File: src/rtl/rst_seq_ctrl_pkg.sv
// Shared types for the reset sequencer: FSM state encoding and index-width helper.
package rst_seq_ctrl_pkg;

    typedef enum logic [1:0] {
        StHold,
        StWait,
        StRun,
        StSoft
    } state_e;

    // Index width for a domain count; a single domain still needs one bit.
    function automatic int unsigned idx_width(input int unsigned n);
        return (n > 1) ? $clog2(n) : 1;
    endfunction

endpackage

File: src/rtl/rst_seq_rr_arb.sv
// Combinational round-robin pick: first set request at or after the pointer, wrapping.
module rst_seq_rr_arb
    import rst_seq_ctrl_pkg::*;
#(
    parameter int unsigned NumDomains = 4,
    parameter int unsigned IdxW       = idx_width(NumDomains)
) (
    input  logic [NumDomains-1:0] req_i,
    input  logic [IdxW-1:0]       ptr_i,
    output logic                  valid_o,
    output logic [NumDomains-1:0] gnt_o,
    output logic [IdxW-1:0]       idx_o
);

    always_comb begin
        int unsigned j;
        j       = 0;
        valid_o = 1'b0;
        gnt_o   = '0;
        idx_o   = '0;
        for (int unsigned i = 0; i < NumDomains; i++) begin
            j = (32'(ptr_i) + i) % NumDomains;
            if (!valid_o && req_i[IdxW'(j)]) begin
                valid_o            = 1'b1;
                gnt_o[IdxW'(j)]    = 1'b1;
                idx_o              = IdxW'(j);
            end
        end
    end

endmodule

File: src/rtl/rst_seq_ctrl.sv
// Reset sequencer: hold all domains, release them in order with per-domain delays,
// then serve soft-reset requests one domain at a time via round-robin grant.
module rst_seq_ctrl
    import rst_seq_ctrl_pkg::*;
#(
    parameter int unsigned NumDomains      = 4,
    parameter int unsigned CntWidth        = 8,
    parameter int unsigned MinAssertCycles = 4
) (
    input  logic                           clk_i,
    input  logic                           rst_i,
    input  logic [NumDomains*CntWidth-1:0] delay_i,
    input  logic [NumDomains-1:0]          req_i,
    output logic [NumDomains-1:0]          gnt_o,
    output logic [NumDomains-1:0]          rst_domain_o,
    output logic                           seq_done_o,
    output logic                           busy_o
);

    localparam int unsigned IdxW  = idx_width(NumDomains);
    localparam int unsigned HoldW = $clog2(MinAssertCycles + 1);
    localparam int unsigned CW    = (CntWidth > HoldW) ? CntWidth : HoldW;
    localparam logic [CW-1:0]   HoldLast = CW'(MinAssertCycles - 1);
    localparam logic [IdxW-1:0] LastIdx  = IdxW'(NumDomains - 1);

    state_e                  state_q, state_d;
    logic [CW-1:0]           cnt_q, cnt_d;
    logic [IdxW-1:0]         idx_q, idx_d;
    logic [IdxW-1:0]         ptr_q, ptr_d;
    logic [NumDomains-1:0]   rst_dom_q, rst_dom_d;

    logic                    arb_valid;
    logic [NumDomains-1:0]   arb_gnt;
    logic [IdxW-1:0]         arb_idx;
    logic [CntWidth-1:0]     dly [NumDomains];

    always_comb begin
        for (int unsigned k = 0; k < NumDomains; k++) begin
            dly[k] = delay_i[k*CntWidth +: CntWidth];
        end
    end

    rst_seq_rr_arb #(
        .NumDomains (NumDomains),
        .IdxW       (IdxW)
    ) u_arb (
        .req_i   (req_i),
        .ptr_i   (ptr_q),
        .valid_o (arb_valid),
        .gnt_o   (arb_gnt),
        .idx_o   (arb_idx)
    );

    always_ff @(posedge clk_i) begin
        if (rst_i) begin
            state_q   <= StHold;
            cnt_q     <= '0;
            idx_q     <= '0;
            ptr_q     <= '0;
            rst_dom_q <= '1;
        end else begin
            state_q   <= state_d;
            cnt_q     <= cnt_d;
            idx_q     <= idx_d;
            ptr_q     <= ptr_d;
            rst_dom_q <= rst_dom_d;
        end
    end

    // idx_q names the domain being released in WAIT and the one being reset in SOFT.
    always_comb begin
        state_d   = state_q;
        cnt_d     = cnt_q;
        idx_d     = idx_q;
        ptr_d     = ptr_q;
        rst_dom_d = rst_dom_q;
        case (state_q)
            StHold: begin
                if (cnt_q == HoldLast) begin
                    state_d = StWait;
                    idx_d   = '0;
                    cnt_d   = CW'(dly[0]);
                end else begin
                    cnt_d = cnt_q + CW'(1);
                end
            end
            StWait: begin
                if (cnt_q == '0) begin
                    rst_dom_d[idx_q] = 1'b0;
                    if (idx_q == LastIdx) begin
                        state_d = StRun;
                    end else begin
                        idx_d = idx_q + IdxW'(1);
                        cnt_d = CW'(dly[idx_q + IdxW'(1)]);
                    end
                end else begin
                    cnt_d = cnt_q - CW'(1);
                end
            end
            StRun: begin
                if (arb_valid) begin
                    state_d            = StSoft;
                    rst_dom_d[arb_idx] = 1'b1;
                    idx_d              = arb_idx;
                    cnt_d              = '0;
                    ptr_d              = (arb_idx == LastIdx) ? '0 : arb_idx + IdxW'(1);
                end
            end
            StSoft: begin
                if (cnt_q == HoldLast) begin
                    rst_dom_d[idx_q] = 1'b0;
                    state_d          = StRun;
                end else begin
                    cnt_d = cnt_q + CW'(1);
                end
            end
            default: state_d = StHold;
        endcase
    end

    always_comb begin
        gnt_o        = (state_q == StRun) ? arb_gnt : '0;
        rst_domain_o = rst_dom_q;
        seq_done_o   = (state_q == StRun) || (state_q == StSoft);
        busy_o       = (state_q != StRun);
    end

endmodule

File: config.mk
export PLATFORM = sky130hd
export DESIGN_NAME = rst_seq_ctrl
export DESIGN_NICKNAME = d
export VERILOG_FILES = /design/src/rtl/rst_seq_ctrl_pkg.sv /design/src/rtl/rst_seq_rr_arb.sv /design/src/rtl/rst_seq_ctrl.sv
export SDC_FILE = /design/constraint.sdc
export NUM_CORES = 1
export LEC_CHECK = 0
export BUFFER_PORTS_ARGS = -buffer_cell sky130_fd_sc_hd__buf_2
export CAP_MARGIN = 20
export CELL_PAD_IN_SITES_DETAIL_PLACEMENT = 0
export CELL_PAD_IN_SITES_GLOBAL_PLACEMENT = 1
export CORE_MARGIN = 2
export CORE_UTILIZATION = 45
export CTS_CLUSTER_DIAMETER = 150
export DETAILED_ROUTE_END_ITERATION = 8
export GPL_ROUTABILITY_DRIVEN = 0
export PLACE_DENSITY_LB_ADDON = 0.1
export SYNTH_ARGS = -nofsm -noshare
export SYNTH_HDL_FRONTEND = slang
export SYNTH_SLANG_ARGS = --single-unit
File: constraint.sdc
create_clock -name clk_i -period 9.76 [get_ports clk_i]
set_input_delay 0.976 -clock clk_i [delete_from_list [all_inputs] [get_ports clk_i]]
set_output_delay 0.976 -clock clk_i [all_outputs]
set_load 0.005 [all_outputs]
==> metrics.md <==
| Metric | Value |
|---|---|
| Status | complete, no violations |
| Post-CTS Repair Setup Buffers | 0 |
| Synthesized area | 2350 um2 |
| Final nets | 369 |
| Sequential area share after synthesis | roughly 15% |
| Starting Density | between 40 and 50% |
| Clock Latency Late Sink | 0.27 ns |
| # clock sinks | 18 |
| Num rows | 26 |
| Clock Power Share | 10.0% |
| PwrDens | 252 nW/um2 |
| Final setup fails | 0 |
| Placed cells | 374 |
| P_int | 0.000320 W |
| First-pass GRT wire length | 10800 um |
| Placeable Area | 5070 um2 |
| Root Buffer | clkbuf_8 |
| CTS buffer count | 3 |
| Clk buf depth | 2 |
| WS Path Type | register to output pin |
| DR iter-0 viols | 166 |
| Global-route usage over all layers | between 20 and 25% |
| CTS tree | yes |
| Average routed wire per standard cell | 16.6 um |
| Leakage | 1.03 nW |
| GRT Residual Overflow | 0 |
| IO buf count | 47 |
| Worst min path class | register to register |
| Die ar. | roughly 5800 um2 |
| Post-DP HPWL | 4620 um |
| Fin. max-slew vios | 0 |
| Gate power share | 67.9% |
| Period utilization | 42.1% |
| Die Wd | 76.3 um |
| Ys flop type | dfxtp_1 |
| Max rail drop VDD | ~120 uV |
| Worst-path clk slew | 0.08 ns |
| Post-synth cell types | 64 |
| Final Util | between 50% and 60% |
| Ant. Diodes | 0 |
| Worst setup SP type | register |
| CP endpoint kind | output pin |
| H-tree lvl count | 1 |
| MaxCap Viol Count | 0 |
| Vias per inst | between 6 and 7 |
| Slew @ Worst Pin | 0.644 ns |
| Post-synth EDFFs | 0 |
| Leading post-synthesis cells by cell area | dfxtp_1 (15%), ha_1 (12%), mux4_2 (11%) |
| Layout Skew | 0.00614 ns |
| Area Overhead vs Synth | 11.8% |
| F_max | 243 MHz |
| Post-CTS Resized | 0 |
| Ports | between 40 and 50 |
| Post-synth top area share | approximately 15% |
| Final hold vios | 0 |
| Tot Pwr | 0.000663 W |
| Unrepaired setup endpoints after global routing | false |
| Vias in the first global route | around 2200 |
| Die height | 76.3 um |
| Sw power | 0.000344 W |
| Antenna violations before repair | 0 |
| Final Routed Wirelength | about 6300 um |
| Via count | about 2300 |
| Slew headroom | 57.0% |
| Setup Total Neg Slack | 0 ns |
| DRC viols | 0 |
| Final Critical Period | 4.11 ns |
| Cell taking the most area after synthesis | dfxtp_1 |
| Reg power frac | 22.0% |
| #FFs+latches synth | 18 |
| Arrival @ worst endpoint | 3.14 ns |
| Cts-stage hold buffer count | 0 |
| Switching part of the total | 51.8% |
| Post-route ant nets | 0 |
| YS warnings | 0 |
| Initial DRT Pass Iterations | 4 |
| Post-Syn Area per Cell | 8.38 um2 |
| Ratio of cells with drive above 1 in the final layout | 26.0% |
| Post-synth net total | 341 |
| Largest net degree at the start of global routing | 17 |
| Worst Path Required | 8.78 ns |
| Non-filler instance count after layout | around 380 |
| Synth Instances | 281 |
| Worst Path Max Fanout | 14 |
| Ys async rst share | 0% |
-- state kept, by name, summed over array words and instances, names as in the netlist --
name          count
cnt_q             8
rst_domain_o      4
idx_q             2
ptr_q             2
state_q           2
-- path summary, 6_finish.rpt --
check	startpoint	to	slack [ns]	cells after the start
hold reg to reg	rst_domain_o[1]$_SDFFE_PP1P_	rst_domain_o[1]$_SDFFE_PP1P_	0.49	1
hold / removal	rst_domain_o[1]$_SDFFE_PP1P_	rst_domain_o[1]$_SDFFE_PP1P_	0.49	1
setup / recovery	ptr_q[0]$_SDFFE_PP0P_	gnt_o[2]	5.65	8
setup reg to reg	ptr_q[0]$_SDFFE_PP0P_	ptr_q[0]$_SDFFE_PP0P_	6.23	10
-- stage by stage --
stage	setup WS [ns]	hold WS [ns]	instance area [um2]
global route	5.32	0.510	2630
floorplan	6.24	0.480	2350
CTS	5.63	0.494	2630
global placement	6.04	0.472	2580
finish	5.65	0.491	2630
detailed placement	5.94	0.470	2580
-- cells in the mapped netlist, types with 6 or more instances --
master     n
a21oi_1   23
a221o_1    9
a22oi_1   11
clkbuf_1  19
dfxtp_1   18
ha_1      22
inv_1     17
mux2i_1    6
mux4_2    12
nand2_1   21
nand3_1   10
nor2_1     7
nor3_1    11
o21ai_0    8
-- layout by cell type, fill, tap and decap left out, types with 4 or more instances in the layout --
cell	count
a21oi_1	23
a221o_1	9
a22oi_1	11
buf_2	47
clkbuf_8	4
dfxtp_1	18
ha_1	22
inv_1	17
mux2i_1	6
mux4_2	12
nand2_1	21
nand3_1	10
nand4_1	4
nor2_1	7
nor2b_1	5
nor3_1	11
o21ai_0	8
or2_2	5
or3_1	5
xnor2_1	4
-- layout make-up --
class | instances | area [um2]
well taps | 70 | 87.6
repair buffers | 47 | 235
fillers | 522 | 2440
flip-flops and latches | 18 | 360
clock buffers | 4 | 55.1
inverters | 17 | 63.8
multi-input cells | 222 | 1830
-- cell families (layout without fill, tap and decap cells) --
group                      after synthesis  in the layout  share of synthesized area [%]
and+or+nand+nor                         86             86                           21.1
adders and majority gates               22             22                           11.7
xor gates and xnor gates                 6              6                           2.23
AOI/OAI and AO/OA                       88             88                           27.7
DFF                                     18             18                           15.3
buffers and inverters                   41             68                           6.96
muxes                                   20             20                           15.0
-- metal layers --
layer | part of all wire, % | wire length, um | vias up | global-route usage, %
li1 | - | - | 1132 | -
met1 | 44 | 2790 | 1093 | 29.6
met2 | 50 | 3150 | 57 | 38.4
met3 | 3.9 | 246 | 9 | 3.08
met4 | 1.5 | 94 | 0 | 6.73
met5 | 0 | 0 | - | 0
-- power by group through the flow --
stage                     Sequential [W]  Clock [W]  Combinational (W)
final                           0.000146  0.0000665           0.000451
after detailed placement        0.000147          0           0.000448
after CTS                       0.000145  0.0000675           0.000450
after global routing            0.000152  0.0000713           0.000508
after global placement          0.000148          0           0.000450
after floorplan                 0.000112          0           0.000384
-- worst max-delay path: stages (launching register included) --
cell,delay [ns]
dfxtp_1,0.67
inv_1,0.27
ha_1,0.52
mux4_2,0.48
nor2b_1,0.28
a22oi_1,0.11
or2_2,0.29
a21oi_1,0.13
buf_2,0.13
Power figures use the tool's default switching activity.
